### src/rtl/descrypt_round_sequencer.sv
// descrypt round sequencer: drives ITERATIONS x 16 DES round steps for one
// key/salt pair, holds the captured salt for the salted expansion stage, and
// flags block init, iteration ends and pipeline-drained completion.
module descrypt_round_sequencer #(
  parameter int unsigned ITERATIONS = 25,
  parameter int unsigned PIPE_LAT   = 1
) (
  input  logic        clk_i,
  input  logic        rst_i,
  input  logic        start_i,
  input  logic [11:0] salt_i,
  input  logic        hold_i,
  output logic        busy_o,
  output logic        step_o,
  output logic [3:0]  round_o,
  output logic [4:0]  iter_o,
  output logic [1:0]  key_shift_o,
  output logic        load_init_o,
  output logic        iter_end_o,
  output logic [11:0] salt_out_o,
  output logic        done_o
);

  localparam int unsigned ROUND_W = 4;
  localparam int unsigned ITER_W  = 5;
  localparam int unsigned DRAIN_W = 3;
  localparam int unsigned SALT_W  = 12;

  localparam logic [ROUND_W-1:0] LAST_ROUND = ROUND_W'(15);
  localparam logic [ITER_W-1:0]  LAST_ITER  = ITER_W'(ITERATIONS - 1);
  // Drain counter counts down to zero, so it starts one below the latency.
  localparam logic [DRAIN_W-1:0] DRAIN_INIT =
    DRAIN_W'((PIPE_LAT > 0) ? (PIPE_LAT - 1) : 0);

  typedef enum logic [1:0] {
    S_IDLE  = 2'd0,
    S_RUN   = 2'd1,
    S_DRAIN = 2'd2,
    S_DONE  = 2'd3
  } state_e;

  state_e               state_q, state_d;
  logic [ROUND_W-1:0]   round_q, round_d;
  logic [ITER_W-1:0]    iter_q,  iter_d;
  logic [DRAIN_W-1:0]   drain_q, drain_d;
  logic [SALT_W-1:0]    salt_q,  salt_d;

  // State, counters and captured salt; reset abandons any hash in flight.
  always_ff @(posedge clk_i or posedge rst_i) begin
    if (rst_i) begin
      state_q <= S_IDLE;
      round_q <= '0;
      iter_q  <= '0;
      drain_q <= '0;
      salt_q  <= '0;
    end else begin
      state_q <= state_d;
      round_q <= round_d;
      iter_q  <= iter_d;
      drain_q <= drain_d;
      salt_q  <= salt_d;
    end
  end

  // Next-state, counter advance and per-state strobes.
  always_comb begin
    state_d     = state_q;
    round_d     = round_q;
    iter_d      = iter_q;
    drain_d     = drain_q;
    salt_d      = salt_q;
    busy_o      = 1'b0;
    step_o      = 1'b0;
    key_shift_o = 2'd0;
    load_init_o = 1'b0;
    iter_end_o  = 1'b0;
    done_o      = 1'b0;

    case (state_q)
      S_IDLE: begin
        if (start_i) begin
          salt_d  = salt_i;
          round_d = '0;
          iter_d  = '0;
          state_d = S_RUN;
        end
      end

      S_RUN: begin
        busy_o      = 1'b1;
        step_o      = ~hold_i;
        // Single rotate on rounds 0, 1, 8, 15 gives 28 positions per pass.
        key_shift_o = ((round_q == ROUND_W'(0)) || (round_q == ROUND_W'(1)) ||
                       (round_q == ROUND_W'(8)) || (round_q == LAST_ROUND))
                      ? 2'd1 : 2'd2;
        load_init_o = (round_q == '0) && (iter_q == '0);
        iter_end_o  = (round_q == LAST_ROUND);
        if (!hold_i) begin
          if (round_q == LAST_ROUND) begin
            round_d = '0;
            if (iter_q == LAST_ITER) begin
              iter_d  = '0;
              drain_d = DRAIN_INIT;
              state_d = (PIPE_LAT == 0) ? S_DONE : S_DRAIN;
            end else begin
              iter_d = iter_q + ITER_W'(1);
            end
          end else begin
            round_d = round_q + ROUND_W'(1);
          end
        end
      end

      S_DRAIN: begin
        busy_o = 1'b1;
        if (drain_q == '0) begin
          state_d = S_DONE;
        end else begin
          drain_d = drain_q - DRAIN_W'(1);
        end
      end

      S_DONE: begin
        busy_o  = 1'b1;
        done_o  = 1'b1;
        state_d = S_IDLE;
      end

      default: state_d = S_IDLE;
    endcase
  end

  assign round_o    = round_q;
  assign iter_o     = iter_q;
  assign salt_out_o = salt_q;

endmodule

### config.mk
export PLATFORM = sky130hd
export DESIGN_NAME = descrypt_round_sequencer
export DESIGN_NICKNAME = d
export VERILOG_FILES = /design/src/rtl/descrypt_round_sequencer.sv
export SDC_FILE = /design/constraint.sdc
export NUM_CORES = 1
export LEC_CHECK = 0
export ABC_AREA = 1
export BUFFER_PORTS_ARGS = -buffer_cell sky130_fd_sc_hd__buf_2
export CORE_MARGIN = 5
export CORE_UTILIZATION = 55
export CTS_BUF_LIST = sky130_fd_sc_hd__clkbuf_16
export CTS_CLUSTER_DIAMETER = 100
export DETAILED_ROUTE_END_ITERATION = 8
export PLACE_DENSITY = 0.84
export SLEW_MARGIN = 20
export SYNTH_ARGS = -nofsm -noshare
export SYNTH_HDL_FRONTEND = slang
export SYNTH_SLANG_ARGS = --single-unit
### constraint.sdc
create_clock -name clk_i -period 4.5 [get_ports clk_i]
set_clock_uncertainty 0.15 [all_clocks]
set_input_delay 0.9 -clock clk_i [delete_from_list [all_inputs] [get_ports clk_i]]
set_output_delay 0.9 -clock clk_i [all_outputs]
set_load 0.02 [all_outputs]
# Word-level counts from Yosys, hierarchy flattened
# Index checks and enable logic that the tools add are counted.
# Widths: inputs -> output; s select.
# word_totals
word_cells	65
regBits	26
# op_classes
add_sub_neg	3
eq_ne	13
mux	27
n_bitwise	1
n_reduce_logical	16
# op_table
operator	count
$mux 5	4
$mux 2	7
$mux 3	4
$mux 4	3
$ne 2x2->1 const B	6
$pmux 5 s2	1
$reduce_and 5->1	2
$eq 4x4->1 const B	2
$pmux 2 s4	1
$pmux 4 s2	1
$pmux 3 s2	1
$add 5x1->5 const B	1
$eq 5x5->1 const B	1
$logic_not 5->1	1
$mux 1	5
$add 4x1->4 const B	1
$eq 2x2->1 const B	2
$eq 4x1->1 const B	1
$logic_not 4->1	1
$reduce_and 4->1	1
$reduce_bool 2->1	2
$logic_not 3->1	1
$logic_or 1x1->1	3
$reduce_and 3->1	1
7 further kinds	7

# Longest topological paths before layout
# logic_depth
ltp_word	6
depth_mapped	10
depth_no_buf	10

# Worst setup path after synthesis
# No wires, ideal clock.
# synth_timing
path_type	register to output
from	reg state_q[1]
to	out load_init_o
path_stages_with_launch	6
path_slack_ns	1.959
t_arrival_ns	1.491
n_path_buf	1
cell_sequence	dfrtp_1 -> inv_1 -> ha_1 -> buf_6 -> nand4_1 -> nor4_1
# synth_via
elab_chain_cells	2
# synth_rtl
element	line	rtl
start: declaration	42	state_e state_q, state_d;
start signal: assignment	57	state_q <= state_d;
$eq 2x1->1	79	case (state_q)
$mux 1	79	
end: declaration	18	output logic load_init_o,
# No other way between the ends.

# Worst setup path in the final report
# Same ends and word-level chain as after synthesis.

==> flow_summary.yaml <==
status:
  status: "finished clean"
timing:
  tightest_slew_ps: 895
  hold_ws_ps: 346
  fin_crit_sh: 0.627
  rsz0062_at_grt: "no"
  relSlewSlack: 0.400
  finalSetupTns_ps: 0
  setup_slack_ps: 1680
  fmax_mhz: 355
  setup_viol: 0
  drv_slew: 0
  min_period_ps: 2820
  hold_violations: 0
logic_synthesis:
  synth_warnings: 0
  synth_top_area_share: 0.435
  yosysTopAreaCell: "dfrtp_1"
  ys_types: 28
  synth_fp_nets: 185
  syn_inst: 158
  seq_area_frac_synth: 0.435
  synthesis.area_um2: 1500
  ys_seq_elements: 26
  synth.area.top_cells: "dfrtp_1 43%, ha_1 9.2%, mux2_2 9.0%"
  postSynthAreaPerCell_um2: 9.47
placement:
  dp.cells: 229
  place_ws_ps: 1970
  gp_congestion: 0.790
  place_area_um2: 1720
  portBuffers: 43
  place_hpwl_mm: 2.34
setup_path:
  critPathMaxFanout: 11
  reg2reg_slack_ps: 2640
  cp-start-kind: "flop"
  critPathLaunch: "state_q[1]$_DFFE_PP0P_"
  critPathRequiredTime_ps: 3450
  r2r_end: "iter_o[2]$_DFFE_PP0P_"
  endpoint_kind: "primary output"
  slowest_delay_ps: 450
  slowest_stage: "ha_1"
  worstReg2RegStart: "state_q[1]$_DFFE_PP0P_"
  cp_cell_sequence: "inv_1 > ha_1 > nand4_1 > nor4_1 > buf_2"
  reg2reg_depth: 10
  endpoint: "load_init_o"
  cp.arrival_ps: 1770
  crit_type: "flop to primary output"
cts:
  ctsRootBufferMaster: "clkbuf_16"
  clock_path_buffers: 2
  cts_hold_buffers: 0
  cts_buffers: 3
  cts_setup_buffers: 0
  cts_tree: "done"
  cts.sinks: 26
  ctsResizeCount: 0
  cts_max_level: 1
  insertion_delay_ps: 260
  clkTransAtPathRegs_ps: 60
floorplanning:
  rows: 19
  io_pins: 44
  start_util: 0.557
  die_height_um: 62.2
  core_area_um2: 2690
  fp.dieArea_um2: 3860
  die_w_um: 62.2
power:
  p_leak_nw: 0.977
  power.share.clock: 0.188
  intPower_uw: 764
  power_density_nw_per_um2: 744
  pwr-share-seq: 0.289
  peakVddDrop_uv: 520
  power_frac_comb: 0.523
  power.total_mw: 1.36
  p_sw_uw: 596
  swShare: 0.438
finish:
  n_fill_cell: 220
  final_cell_mix: "43 x buf_2, 28 x nand2_1, 26 x dfrtp_1, 17 x inv_1, 12 x mux2_2"
  drive_gt1_frac: 0.396
  nets: 230
  seqCellArea_um2: 651
  multi_input_area_um2: 723
  syn_to_final_growth_pct: 22.2
  final_cells: 233
  fin_area_um2: 1830
  diodes: 0
  fin_util: 0.680
  final_common_cell: "buf_2"
global_routing:
  antenna_found_initial: 0
  grt_usage: 0.170
  grt-ovfl-total: 0
  grt_first_pass_wirelength_mm: 5.52
  grt_start_max_net_pins: 27
  grt_pass1_vias: 1236
flow_run:
  cap_violations: 0
detailed_routing:
  drcViolationCount: 0
  detail_route.vias_per_cell: 5.04
  dr.pass1.iters: 4
  antenna_left: 0
  routed_wl_mm: 3.08
  wl_per_cell_um: 13.2
  vias: 1175
  drtIter0Drc: 45
hold_path:
  hold_class: "flop to flop"
[power by group through the flow]
stage          Clock (mW)  Sequential, mW  Combinational, mW
6_report            0.255           0.393              0.711
5_1_grt             0.270           0.408              0.785
4_1_cts             0.261           0.393              0.717
3_5_place_dp            0           0.397              0.707
3_3_place_gp            0           0.390              0.693
2_1_floorplan           0           0.482              0.442
[routing by layer]
layer / global-route usage / up-vias / wire (um)
met5: 0 / - / 0
li1: - / 600 / -
met4: 0.0623 / 0 / 22
met2: 0.276 / 20 / 1550
met3: 0.0306 / 2 / 89
met1: 0.224 / 553 / 1420
[synthesized netlist by cell type]
cell type and number:
nand2_4 2, xor2_1 2, a21oi_1 3, nor2_4 1
o21ai_1 3, o21ai_2 1, buf_6 2, nor2_1 8
nand2_2 3, or2_2 3, nand3_4 1, mux2_2 12
nand2_1 28, nand4_1 6, inv_2 4, o21bai_1 1
o21ai_0 6, nor2_2 2, ha_1 11, nor4_1 1
inv_1 18, o22ai_1 1, inv_4 2, buf_2 1
nor2_8 1, nand3_2 1, nand3_1 8, dfrtp_1 26
[worst min-delay path by stage]
stage | slack, ps | startpoint | end | cells past startpoint
after floorplan | 310 | drain_q[0]$_DFFE_PP0P_ | drain_q[0]$_DFFE_PP0P_ | 2
after global placement | 320 | drain_q[0]$_DFFE_PP0P_ | drain_q[0]$_DFFE_PP0P_ | 2
after detailed placement | 330 | drain_q[1]$_DFFE_PP0P_ | drain_q[1]$_DFFE_PP0P_ | 2
after CTS | 350 | drain_q[0]$_DFFE_PP0P_ | drain_q[0]$_DFFE_PP0P_ | 2
after global routing | 370 | salt_out_o[2]$_DFFE_PP0P_ | salt_out_o[2]$_DFFE_PP0P_ | 1
final | 350 | drain_q[0]$_DFFE_PP0P_ | drain_q[0]$_DFFE_PP0P_ | 2
[cells by family after synthesis]
group                    count (synthesis)  share of synthesized area
AND/OR/NAND/NOR                         65                      0.234
multiplexers                            12                     0.0903
buffers and inverters                   27                     0.0819
AO/OA/AOI/OAI                           15                     0.0552
XOR/XNOR                                 2                     0.0117
adder cells (fa/ha/maj)                 11                     0.0920
flip-flops                              26                      0.435
[sequential cells by signal, indices dropped and copies added, names as in the netlist]
register    cells
drain_q         3
iter_o          5
round_o         4
salt_out_o     12
state_q         2
[area by class of cell]
cell class                      instances  area share
Multi-Input combinational cell        105       0.396
Sequential cell                        26       0.356
Timing Repair Buffer                   43       0.118
Inverter                               24      0.0520
Clock buffer                            3      0.0411
Tap cell                               31      0.0212
Clock inverter                          1      0.0164
[critical path, delay by kind of cell (launching register included)]
family / cells / cell delay (ps)
fa+ha+maj: 1 / 450
flops: 1 / 410
buf+inv: 2 / 310
simple gates: 2 / 350
Note: power is estimated with default switching activity, not from simulation.
